File: src/rtl/ahb_slave_if.sv
// AHB-Lite responder front-end: decodes and range-checks address-phase control and inserts wait
// states. Each accepted transfer becomes one req/ack handshake towards user-side logic.
module ahb_slave_if #(
  parameter int unsigned ADDR_WIDTH = 32,
  parameter int unsigned DATA_WIDTH = 32,
  parameter logic [ADDR_WIDTH-1:0] BASE_ADDR = 32'h0000_0000,
  parameter logic [ADDR_WIDTH-1:0] ADDR_RANGE = 32'h0000_1000,
  parameter int unsigned TIMEOUT = 255
) (
  input  logic                  i_clk,
  input  logic                  i_rst,
  input  logic                  i_hsel,
  input  logic [ADDR_WIDTH-1:0] i_haddr,
  input  logic [1:0]            i_htrans,
  input  logic                  i_hwrite,
  input  logic [2:0]            i_hsize,
  input  logic [2:0]            i_hburst,
  input  logic [DATA_WIDTH-1:0] i_hwdata,
  input  logic                  i_hready,
  output logic                  o_hreadyout,
  output logic                  o_hresp,
  output logic [DATA_WIDTH-1:0] o_hrdata,
  output logic                  o_usr_req,
  output logic                  o_usr_write,
  output logic [2:0]            o_usr_burst_type,
  output logic [2:0]            o_usr_size,
  output logic [ADDR_WIDTH-1:0] o_usr_addr,
  output logic [DATA_WIDTH-1:0] o_usr_wdata,
  input  logic                  i_usr_ack,
  input  logic [DATA_WIDTH-1:0] i_usr_rdata,
  output logic                  o_busy
);

  localparam logic [2:0] StIdle   = 3'd0;
  localparam logic [2:0] StWrData = 3'd1;
  localparam logic [2:0] StWrReq  = 3'd2;
  localparam logic [2:0] StRdReq  = 3'd3;
  localparam logic [2:0] StErr1   = 3'd4;
  localparam logic [2:0] StErr2   = 3'd5;

  localparam int unsigned CntW = (TIMEOUT > 1) ? $clog2(TIMEOUT + 1) : 1;
  localparam logic [CntW-1:0] TmoLast = CntW'(TIMEOUT - 1);
  localparam bit TmoEn = (TIMEOUT != 0);

  logic [2:0]            state_q, state_d;
  logic                  hreadyout_q, hreadyout_d;
  logic                  hresp_q, hresp_d;
  logic [DATA_WIDTH-1:0] hrdata_q, hrdata_d;
  logic                  usr_req_q, usr_req_d;
  logic                  usr_write_q, usr_write_d;
  logic [2:0]            usr_burst_q, usr_burst_d;
  logic [2:0]            usr_size_q, usr_size_d;
  logic [ADDR_WIDTH-1:0] usr_addr_q, usr_addr_d;
  logic [DATA_WIDTH-1:0] usr_wdata_q, usr_wdata_d;
  logic [CntW-1:0]       tmo_cnt_q, tmo_cnt_d;

  logic                  accept;
  logic [ADDR_WIDTH-1:0] offset;
  logic                  in_window;
  logic                  misaligned;
  logic                  addr_err;
  logic                  tmo_hit;

  // ERR2 drives HREADYOUT high, so a pipelined address phase may be taken there as from IDLE.
  assign accept = i_hsel & i_htrans[1] & i_hready &
                  ((state_q == StIdle) | (state_q == StErr2));

  // Offset comparison avoids overflow when BASE_ADDR + ADDR_RANGE wraps the address space.
  assign offset    = i_haddr - BASE_ADDR;
  assign in_window = (i_haddr >= BASE_ADDR) & (offset < ADDR_RANGE);

  always_comb begin
    misaligned = 1'b0;
    case (i_hsize)
      3'b001:  misaligned = i_haddr[0];
      3'b010:  misaligned = |i_haddr[1:0];
      default: misaligned = 1'b0;
    endcase
  end

  assign addr_err = (i_hsize > 3'b010) | ~in_window | misaligned;
  assign tmo_hit  = TmoEn && (tmo_cnt_q == TmoLast);

  always_comb begin
    state_d     = state_q;
    hreadyout_d = hreadyout_q;
    hresp_d     = hresp_q;
    hrdata_d    = hrdata_q;
    usr_req_d   = usr_req_q;
    usr_write_d = usr_write_q;
    usr_burst_d = usr_burst_q;
    usr_size_d  = usr_size_q;
    usr_addr_d  = usr_addr_q;
    usr_wdata_d = usr_wdata_q;
    tmo_cnt_d   = tmo_cnt_q;

    case (state_q)
      StIdle, StErr2: begin
        state_d     = StIdle;
        hreadyout_d = 1'b1;
        hresp_d     = 1'b0;
        if (accept) begin
          if (addr_err) begin
            // Range/size errors never reach the user side.
            state_d     = StErr1;
            hreadyout_d = 1'b0;
            hresp_d     = 1'b1;
          end else begin
            usr_addr_d  = offset;
            usr_size_d  = i_hsize;
            usr_burst_d = i_hburst;
            usr_write_d = i_hwrite;
            hreadyout_d = 1'b0;
            tmo_cnt_d   = '0;
            if (i_hwrite) begin
              state_d = StWrData;
            end else begin
              state_d   = StRdReq;
              usr_req_d = 1'b1;
            end
          end
        end
      end

      StWrData: begin
        usr_wdata_d = i_hwdata;
        usr_req_d   = 1'b1;
        tmo_cnt_d   = '0;
        state_d     = StWrReq;
      end

      StWrReq, StRdReq: begin
        // Ack wins over a timeout expiring in the same cycle.
        if (i_usr_ack) begin
          usr_req_d   = 1'b0;
          hreadyout_d = 1'b1;
          state_d     = StIdle;
          if (state_q == StRdReq) begin
            hrdata_d = i_usr_rdata;
          end
        end else if (tmo_hit) begin
          usr_req_d = 1'b0;
          hresp_d   = 1'b1;
          state_d   = StErr1;
        end else begin
          tmo_cnt_d = tmo_cnt_q + 1'b1;
        end
      end

      StErr1: begin
        hreadyout_d = 1'b1;
        hresp_d     = 1'b1;
        state_d     = StErr2;
      end

      default: begin
        state_d     = StIdle;
        hreadyout_d = 1'b1;
        hresp_d     = 1'b0;
        usr_req_d   = 1'b0;
      end
    endcase
  end

  always_ff @(posedge i_clk) begin
    if (i_rst) begin
      state_q     <= StIdle;
      hreadyout_q <= 1'b1;
      hresp_q     <= 1'b0;
      hrdata_q    <= '0;
      usr_req_q   <= 1'b0;
      usr_write_q <= 1'b0;
      usr_burst_q <= '0;
      usr_size_q  <= '0;
      usr_addr_q  <= '0;
      usr_wdata_q <= '0;
      tmo_cnt_q   <= '0;
    end else begin
      state_q     <= state_d;
      hreadyout_q <= hreadyout_d;
      hresp_q     <= hresp_d;
      hrdata_q    <= hrdata_d;
      usr_req_q   <= usr_req_d;
      usr_write_q <= usr_write_d;
      usr_burst_q <= usr_burst_d;
      usr_size_q  <= usr_size_d;
      usr_addr_q  <= usr_addr_d;
      usr_wdata_q <= usr_wdata_d;
      tmo_cnt_q   <= tmo_cnt_d;
    end
  end

  assign o_hreadyout      = hreadyout_q;
  assign o_hresp          = hresp_q;
  assign o_hrdata         = hrdata_q;
  assign o_usr_req        = usr_req_q;
  assign o_usr_write      = usr_write_q;
  assign o_usr_burst_type = usr_burst_q;
  assign o_usr_size       = usr_size_q;
  assign o_usr_addr       = usr_addr_q;
  assign o_usr_wdata      = usr_wdata_q;
  assign o_busy           = (state_q != StIdle);

endmodule
File: config.mk
export PLATFORM = sky130hd
export DESIGN_NAME = ahb_slave_if
export DESIGN_NICKNAME = d
export VERILOG_FILES = /design/src/rtl/ahb_slave_if.sv
export SDC_FILE = /design/constraint.sdc
export NUM_CORES = 1
export LEC_CHECK = 0
export ABC_AREA = 0
export ABC_CLOCK_PERIOD_IN_PS = 3000
export BUFFER_PORTS_ARGS = -buffer_cell sky130_fd_sc_hd__buf_2
export CAP_MARGIN = 20
export CORE_AREA = 3 3 84 125
export CTS_BUF_LIST = sky130_fd_sc_hd__clkbuf_16
export CTS_CLUSTER_DIAMETER = 40
export CTS_CLUSTER_SIZE = 24
export DETAILED_ROUTE_END_ITERATION = 8
export DIE_AREA = 0 0 87 128
export PLACE_DENSITY = 0.89
export SLEW_MARGIN = 5
export SYNTH_ARGS = -nofsm -noshare
export SYNTH_HDL_FRONTEND = slang
export SYNTH_SLANG_ARGS = --single-unit
File: constraint.sdc
create_clock -name i_clk -period 3 [get_ports i_clk]
set_clock_uncertainty 0.2 [all_clocks]
set_input_delay 0.3 -clock i_clk [delete_from_list [all_inputs] [get_ports i_clk]]
set_output_delay 0.3 -clock i_clk [all_outputs]
set_load 0.01 [all_outputs]
==> metrics, run 1 <==
Num CTS Buffers 17; Critical Path Start Type flip-flop; Net Switching 0.0008811 W; worst min-delay path class input pin to flip-flop; f_max approximately 0.4 GHz; EDFF count, synth 0; worst r2r src tmo_cnt_q[0]; pwr dens 588.2 mW/mm^2; multi-input logic area roughly 0.0018 mm^2; Post-synth ARST share 0%; row cnt 43; clock power share between 50 and 60%; hold endpoint o_usr_addr[0]; Pins Over Slew Limit 0; final setup margin 0.4952 ns; # hold bufs at CTS just over 80; layout net count 894; Netlist cell types 37; DR iter-0 viols 210; Fin Setup TNS 0 ns; most frequent cells in the layout buf_2 (214), nand2_1 (136), dfxtp_1 (117); post-synthesis sequential area ratio 55.38%; Die Ht 128 um; Syn Inst Count between 400 and 500; ANT cells 0; Worst path max stage delay 0.47 ns; Peak supply drop 0.0004969 V; clk_lat worst skew 0.40 ns; Crit-path slowest cell nor3_2; Avg WL per Cell 16.02 um; Seq pwr share 39.6%; Post-CTS Setup Inserts 0; final setup fails 0; Sink Count 117; crit end category flip-flop; Mapped Area 0.004229 mm^2; Seq cells post-synth 117; largest net degree at the start of global routing 58; Pint about 0.0031 W; headroom to the max-slew limit 60.50%; DR vias 4766; Bufs and invs on worst path 1; design area between 0.006 and 0.007 mm^2; Worst R2R Path Depth 7; Largest delay share family, worst path compound AO/OA/AOI/OAI gates; Worst Path Arrival 2.61 ns; Vias/cell 5.255; fin crit period about 2.5 ns; Die Area 0.01114 mm^2; WP data required between 3 and 4 ns; Static Leak ~3.0 nW; unrepaired setup endpoints after global routing no; Post-DP HPWL 8.665 mm; Routed WL 14.53 mm; Place WS 0.5471 ns; vias in the first global route 5121; post-synth net total 604; share of cells above drive strength 1 32.33%; Least-Margin Pin Slew 0.5893 ns; status finished, final reports clean; DRC 0; first-pass GRT wire length 23.47 mm; commonest non-fill, non-tap cell in the layout buf_2; gr ovfl total 0; Area Overhead vs Synth 61.36%; IO Port Bufs about 220; starting density of the core roughly 45%; core area around 0.0094 mm^2; clock slew at reported path FFs 0.05 ns; Tcrit/Tclk final 83.49%; reg2reg end tmo_cnt_q[3]; post_cts resized 0; CP Cell Sequence inv_1 -> ha_1 -> and4_1 -> a211o_1 -> nor3_2 -> a41oi_1 -> a311oi_1; first drt pass iteration count 4; die width a little under 90 um; Final Hold Viols 0; CTS tree done; R2R setup slack just under 0.5 ns; Max Buffers Root-to-Sink 2; Sw Share 21.95%; initial antenna violation count 0; Clock Root Buffer clkbuf_16; Mean Syn Cell Area around 8.6 um^2; Final ANT Viol Nets 0; number of max-cap violations 0; Placed Area 0.005384 mm^2; final non-filler cell total 907; htree depth 4; Ys Warns 0; Primary FF master, synth dfxtp_1; HP Start i_haddr[0]; Comb power frac roughly 7.7%; hold depth 3; Reg area 0.002342 mm^2; CP Class flip-flop to flip-flop; Inst Count DP between 700 and 800; GPL Wtd Cong 0.8491; total track usage 27.01%; Filler cells between 600 and 700; critical path peak fanout 9; Ports 217
cells in the mapped netlist, types with 2 or more instances:
cell type / n / share of area [%]
a211oi_1: 3 / 0.53
a21oi_1: 74 / 8.8
a22oi_1: 2 / 0.35
a311oi_1: 4 / 0.83
a31oi_1: 2 / 0.30
a41oi_1: 2 / 0.41
and2_1: 22 / 3.3
and3_1: 2 / 0.30
and4_1: 2 / 0.41
buf_2: 7 / 0.83
clkbuf_1: 26 / 2.3
dfxtp_1: 117 / 55
ha_1: 2 / 0.59
inv_1: 2 / 0.18
mux2i_1: 18 / 4.3
nand2_1: 136 / 12
nand3_1: 7 / 0.83
nor2_1: 27 / 2.4
nor3_1: 3 / 0.35
nor3_2: 2 / 0.47
nor4_1: 4 / 0.59
o211ai_1: 3 / 0.53
o21ai_0: 4 / 0.47
o21bai_1: 2 / 0.35
or3_1: 7 / 1.0
power by group through the flow:
stage / logic [W] / clock network (W) / registers [W]
4_1_cts: 0.000299 / 0.00216 / 0.00159
3_3_place_gp: 0.000208 / 0 / 0.00162
2_1_floorplan: 0.0000991 / 0 / 0.00162
6_report: 0.000309 / 0.00211 / 0.00159
5_1_grt: 0.000336 / 0.00222 / 0.00159
3_5_place_dp: 0.000215 / 0 / 0.00162
cell families (layout without fill, tap and decap cells):
logic type               Yosys count  in the layout  share of synthesized area, %
AND/OR/NAND/NOR                  219            219                         23.02
XOR/XNOR                           1              1                        0.2071
flip-flops                       117            117                         55.38
multiplexers                      18             18                         4.260
buffers and inverters             35            338                         3.314
adder cells (fa/ha/maj)            2              2                        0.5916
AO/OA/AOI/OAI                    100            100                         13.22
through the flow:
stage | hold WS [ns] | util [%] | power (W)
floorplan | 0.2360 | - | 0.001723
global placement | 0.2362 | 57.18 | 0.001831
detailed placement | 0.2389 | 57.18 | 0.001839
CTS | 0.01958 | 72.48 | 0.004046
global route | 0.04152 | 72.48 | 0.004146
finish | 0.03901 | 72.48 | 0.004014
layout make-up:
class	instances	share of cell area, %
clock inverters	15	2.989
repair buffers	304	28.57
clock buffers	17	6.234
inverters	2	0.1100
multi-input cells	340	25.72
flip-flops and latches	117	34.32
well taps	112	2.054
routing by layer:
metal,GRT usage [%],share of wire (%),up-vias
met5,0,0,-
met4,15.50,3.5,0
met3,8.810,8.4,58
met2,48.68,53,273
met1,26.21,35,2203
li1,-,-,2232
sequential cells by signal, indices dropped and copies added, names as in the netlist:
| name | flops |
|---|---|
| o_usr_addr | 32 |
| o_usr_size | 3 |
| o_hreadyout | 1 |
| tmo_cnt_q | 8 |
| o_usr_burst_type | 3 |
| state_q | 3 |
| o_usr_req | 1 |
| o_hresp | 1 |
| o_usr_write | 1 |
| o_hrdata | 32 |
| o_usr_wdata | 32 |
worst min-delay path: stages:
cell and delay, ns:
buf_2 0.12, mux2i_1 0.08, nor2_1 0.09
worst max path at each step:
stage / start / endpoint / slack, ns / cells past startpoint
CTS: tmo_cnt_q[0] / tmo_cnt_q[3] / 0.53 / 7
floorplan: tmo_cnt_q[0] / tmo_cnt_q[3] / 0.89 / 7
detailed placement: tmo_cnt_q[0] / tmo_cnt_q[3] / 0.55 / 7
global placement: i_haddr[18] / tmo_cnt_q[7] / 0.63 / 6
finish: tmo_cnt_q[0] / tmo_cnt_q[3] / 0.50 / 7
global route: tmo_cnt_q[0] / tmo_cnt_q[2] / 0.33 / 7
(Power assumes the default switching activity.)
==> run 2: changes to the inputs <==
Settings changed: ABC_CLOCK_PERIOD_IN_PS 3000 to 2100, CORE_AREA 3 3 84 125 to 3 3 87 131, DIE_AREA 0 0 87 128 to 0 0 90 134, PLACE_DENSITY 0.89 to 0.86.
Clock period 3 ns to 2.1 ns, I/O delays scaled along.
==> metrics, run 2 (synthesized netlist as in run 1, its figures left out) <==
largest net degree at the start of global routing 59 (was 58); initial antenna violation count 1 (was 0); clk_lat worst skew 0.40 ns (about the same); Critical Path Start Type input pin (was flip-flop); Tcrit/Tclk final 98.83%; Least-Margin Pin Slew 0.6184 ns (was 0.5893 ns); gr ovfl total 0 (unchanged); Die Ht 134 um (was 128 um); Final Hold Viols 0 (unchanged); layout net count 912 (was 894); IO Port Bufs 215 (unchanged); share of cells above drive strength 1 35.30% (was 32.33%); DRC 0 (unchanged); clock slew at reported path FFs 0.06 ns (was 0.05 ns); CP Class input pin to flip-flop (was flip-flop to flip-flop); first drt pass iteration count 4 (unchanged); row cnt 46 (was 43); Pins Over Slew Limit 0 (unchanged); critical path peak fanout 9 (unchanged); core area 0.01048 mm^2 (was 0.009415 mm^2); Die Area 0.01206 mm^2 (was 0.01114 mm^2); Ports 217 (unchanged); GPL Wtd Cong 0.7567 (was 0.8491); Vias/cell 4.854 (was 5.255); starting density of the core 40.37% (was 44.92%); Final ANT Viol Nets 0 (unchanged); vias in the first global route 4740 (was 5121); Place WS -0.1467 ns (was 0.5471 ns); Static Leak 3.152 nW (was 3.050 nW); Clock Root Buffer clkbuf_16 (unchanged); Num CTS Buffers 17 (unchanged); Area Overhead vs Synth 67.31% (was 61.36%); first-pass GRT wire length 23.40 mm (was 23.47 mm); Sink Count 117 (unchanged); hold depth 4 (was 3); number of max-cap violations 0 (unchanged); DR vias 4650 (was 4766); Worst path max stage delay 0.53 ns (was 0.47 ns); Max Buffers Root-to-Sink 2 (unchanged); Final Power 0.005579 W (was 0.004014 W); WP data required 2.17 ns (was 3.11 ns); Crit-path slowest cell dlygate4sd3_1 (was nor3_2); final setup fails 0 (unchanged); f_max 0.4818 GHz; Peak supply drop 0.0006979 V (was 0.0004969 V); CP Cell Sequence dlygate4sd3_1 -> buf_2 -> nor3_2 -> nor2_2 -> nor4b_4 -> buf_4 -> buf_12 -> mux2i_1 -> nor2_1 (was inv_1 -> ha_1 -> and4_1 -> a211o_1 -> nor3_2 -> a41oi_1 -> a311oi_1); crit end category flip-flop (unchanged); Worst Path Arrival 2.15 ns (was 2.61 ns); CTS tree done (unchanged); Inst Count DP 839 (was 794); Worst R2R Path Depth 7 (unchanged); Routed WL 14.64 mm (was 14.53 mm); most frequent cells in the layout buf_2 (215), nand2_1 (136), dfxtp_1 (115) (was buf_2 (214), nand2_1 (136), dfxtp_1 (117)); design area 0.007076 mm^2 (was 0.006824 mm^2); worst min-delay path class input pin to flip-flop (unchanged); DR iter-0 viols 211 (was 210); final non-filler cell total 958 (was 907); headroom to the max-slew limit 58.77% (was 60.50%); die width 90 um (was 87 um); pwr dens 788.5 mW/mm^2 (was 588.2 mW/mm^2); total track usage 24.05% (was 27.01%); Avg WL per Cell 15.28 um (was 16.02 um); status finished, final reports clean (unchanged); Placed Area 0.005567 mm^2 (was 0.005384 mm^2); commonest non-fill, non-tap cell in the layout buf_2 (unchanged); final setup margin 0.02459 ns (was 0.4952 ns); htree depth 4 (unchanged); fin crit period slightly above 2 ns; Post-DP HPWL 8.273 mm (was 8.665 mm)
==> run 2: layout make-up <==
cell class	count	area, um^2
diodes	1	2.502
clock buffers	17	425.4
clock inverters	15	155.1
fillers	820	3400
inverters	2	7.507
multi-input cells	340	1817
flip-flops and latches	117	2345
well taps	144	180.2
repair buffers	322	2143
==> run 2: per-layer routing <==
layer	up-vias	global-route usage, %	part of all wire [%]
met1	2152	24.66	37
met4	0	9.966	2.8
met3	36	6.846	5.6
li1	2265	-	-
met2	197	45.36	55
met5	-	0	0
==> run 2: final timing paths <==
path                              startpoint             to  slack (ns)
worst min register to register  o_hrdata[11]   o_hrdata[11]        0.25
worst min-delay path               i_usr_ack    o_hreadyout        0.07
worst max register to register  tmo_cnt_q[0]   tmo_cnt_q[2]        0.03
worst max-delay path              i_haddr[0]  o_usr_addr[7]        0.02
==> run 2: critical path: cells and delay by family <==
family | cells | cell delay, ns
and+or+nand+nor | 4 | 0.65
buffers and inverters | 4 | 1.04
muxes | 1 | 0.25
==> run 2: per-stage QoR <==
step                hold slack, ns  util (%)  setup TNS, ns
finish                     0.06846     67.55              0
global route                0.1113     67.55        -0.1494
CTS                        0.04813     66.87              0
detailed placement          0.2381     53.14         -4.369
global placement            0.2365     53.14         -1.517
floorplan                   0.1460         -              0
==> run 2: timing repair <==
item                       CTS  global route
hold endpoints to repair    83             0
resized for setup            3            11
setup buffers                3             1
pin swaps                    4             8
hold buffers                82             0
setup endpoints to repair   26            25
gates cloned                 0             1
==> run 2: power breakdown <==
group / internal [W] / total [W] / switching (W)
clock network: 0.00175 / 0.00282 / 0.00107
registers: 0.00225 / 0.00227 / 0.0000193
logic: 0.000265 / 0.000489 / 0.000224
==> run 3: changes to the inputs <==
Settings changed: CORE_AREA 3 3 87 131 to 3 3 88 132, DIE_AREA 0 0 90 134 to 0 0 91 135, PLACE_DENSITY 0.86 to 0.85.
==> metrics, run 3 (synthesized netlist as in run 1, its figures left out) <==
status finished, final reports clean (unchanged); die width 91 um (was 90 um); worst setup path endpoint tmo_cnt_q[5] (was o_usr_addr[7]); first-pass GRT wire length 23.36 mm (was 23.40 mm); commonest non-fill, non-tap cell in the layout buf_2 (unchanged); crit end category flip-flop (unchanged); Final ANT Viol Nets 0 (unchanged); f_max 0.4810 GHz (was 0.4818 GHz); worst min-delay path class input pin to flip-flop (unchanged); htree depth 4 (unchanged); starting density of the core 39.93% (was 40.37%); number of max-cap violations 0 (unchanged); post-layout util 66.81% (was 67.55%); R2R setup slack 0.02 ns (was 0.03 ns); first drt pass iteration count 4 (unchanged); layout net count 916 (was 912); Routed WL 14.80 mm (was 14.64 mm); total track usage 23.77% (was 24.05%); clk_lat worst skew 0.40 ns (about the same); GRT met1 Usage 23.98% (was 24.66%); Max Buffers Root-to-Sink 2 (unchanged); GPL Wtd Cong 0.8480 (was 0.7567); critical path peak fanout 4 (was 9); gr ovfl total 0 (unchanged); Static Leak 3.169 nW (was 3.152 nW); reg2reg end tmo_cnt_q[5] (was tmo_cnt_q[2]); core area 0.01059 mm^2 (was 0.01048 mm^2); most frequent cells in the layout buf_2 (215), nand2_1 (136), dfxtp_1 (115) (unchanged); Worst R2R Path Depth 7 (unchanged); final setup fails 0 (unchanged); Fin Setup TNS 0 ns (unchanged); Die Ht 135 um (was 134 um); CP Launch Point tmo_cnt_q[0] (was i_haddr[0]); layer with the highest usage met2 (unchanged); share of cells above drive strength 1 35.01% (was 35.30%); pwr dens 812.4 mW/mm^2 (was 788.5 mW/mm^2); headroom to the max-slew limit 61.53% (was 58.77%); Worst Path Arrival 2.14 ns (was 2.15 ns); largest net degree at the start of global routing 55 (was 59); WP data required 2.16 ns (was 2.17 ns); Least-Margin Pin Slew 0.5771 ns (was 0.6184 ns); final non-filler cell total 961 (was 958); Tcrit/Tclk final 99.00% (was 98.83%); Critical Path Start Type flip-flop (was input pin); Final Hold Viols 0 (unchanged); DR vias 4747 (was 4650); Peak supply drop 0.0006666 V (was 0.0006979 V); Num CTS Buffers 17 (unchanged); Filler cells 804 (was 820); fin crit period 2.079 ns (was 2.075 ns); clock slew at reported path FFs 0.06 ns (about the same); Avg WL per Cell 15.40 um (was 15.28 um); worst r2r src tmo_cnt_q[0] (unchanged); DRC 0 (unchanged); CP Class flip-flop to flip-flop (was input pin to flip-flop); Area Overhead vs Synth 67.31% (unchanged); DR iter-0 viols 230 (was 211); Sink Count 117 (unchanged); CTS tree done (unchanged); met3 Use GR 6.243% (was 6.846%); Vias/cell 4.940 (was 4.854); ANT cells 0 (was 1); Inst Count DP 844 (was 839); Pins Over Slew Limit 0 (unchanged); Clock Root Buffer clkbuf_16 (unchanged); Ports 217 (unchanged); IO Port Bufs 215 (unchanged); Die Area 0.01229 mm^2 (was 0.01206 mm^2); hold slack 0.09350 ns (was 0.06846 ns); initial antenna violation count 0 (was 1); row cnt 46 (unchanged); Post-DP HPWL 8.561 mm (was 8.273 mm); met2 usage 44.20% (was 45.36%); vias in the first global route 4937 (was 4740)
==> run 3: cell types whose count changed in the layout (fill, tap and decap cells not counted), moves of 2 or more <==
cell	change
buf_4	+6
buf_12	-2
nor2_2	-2
nor2_1	+2
clkinv_4	+2
inv_6	+2
clkinv_2	-4
==> run 3: through the flow <==
stage          setup WS (ns)  cell area, um^2  total power [W]
2_1_floorplan        0.06509             4239         0.002466
3_3_place_gp        -0.07294             5579         0.002653
3_5_place_dp         -0.1091             5579         0.002658
4_1_cts            0.0008131             7038         0.005785
5_1_grt             -0.02547             7076         0.005950
6_report             0.02107             7076         0.005748
==> run 3: worst min path at each step <==
stage / startpoint / depth (start not counted) / to / slack, ns
floorplan: i_usr_rdata[0] / 2 / o_hrdata[0] / 0.15
global placement: o_usr_addr[21] / 1 / o_usr_addr[21] / 0.24
detailed placement: o_usr_addr[30] / 1 / o_usr_addr[30] / 0.24
CTS: i_usr_ack / 4 / state_q[2] / 0.07
global route: i_usr_ack / 4 / state_q[2] / 0.10
finish: i_usr_ack / 4 / o_usr_req / 0.09
==> run 3: area by class of cell <==
cell class / count / area, um^2 / area share (%)
Clock buffer: 17 / 425.4 / 6.012
Multi-Input combinational cell: 340 / 1792 / 25.32
Tap cell: 144 / 180.2 / 2.546
Timing Repair Buffer: 326 / 2133 / 30.15
Inverter: 2 / 7.507 / 0.1061
Sequential cell: 117 / 2345 / 33.14
Clock inverter: 15 / 192.7 / 2.723
==> run 3: per-layer routing <==
| metal | wire length (um) | vias to the layer above | share of wire, % |
|---|---|---|---|
| met5 | 0 | - | 0 |
| met4 | 558 | 0 | 3.8 |
| met3 | 937 | 44 | 6.3 |
| met2 | 7929 | 232 | 54 |
| met1 | 5375 | 2202 | 36 |
| li1 | - | 2269 | - |
==> run 3: worst max-delay path, stage by stage (launching register included) <==
cell and delay (ns):
dfxtp_2 0.33, inv_1 0.06, ha_2 0.18, and4_1 0.17
a211o_1 0.38, or2_4 0.29, o211ai_1 0.20, a31oi_1 0.12
==> run 3: timing repair <==
| action | in CTS | in global routing |
|---|---|---|
| setup buffers | 0 | 2 |
| resized for setup | 2 | 7 |
| endpoints found under the hold margin | 87 | 0 |
| hold buffers | 83 | 0 |
| pin swaps | 0 | 6 |
| setup endpoints to repair | 6 | 46 |
| gates cloned | 0 | 0 |
==> run 3: where the power goes <==
| group | switching (W) | total [W] | internal, W |
|---|---|---|---|
| sequential | 0.0000176 | 0.00227 | 0.00225 |
| clock | 0.00109 | 0.00299 | 0.00190 |
| combinational | 0.000229 | 0.000491 | 0.000262 |
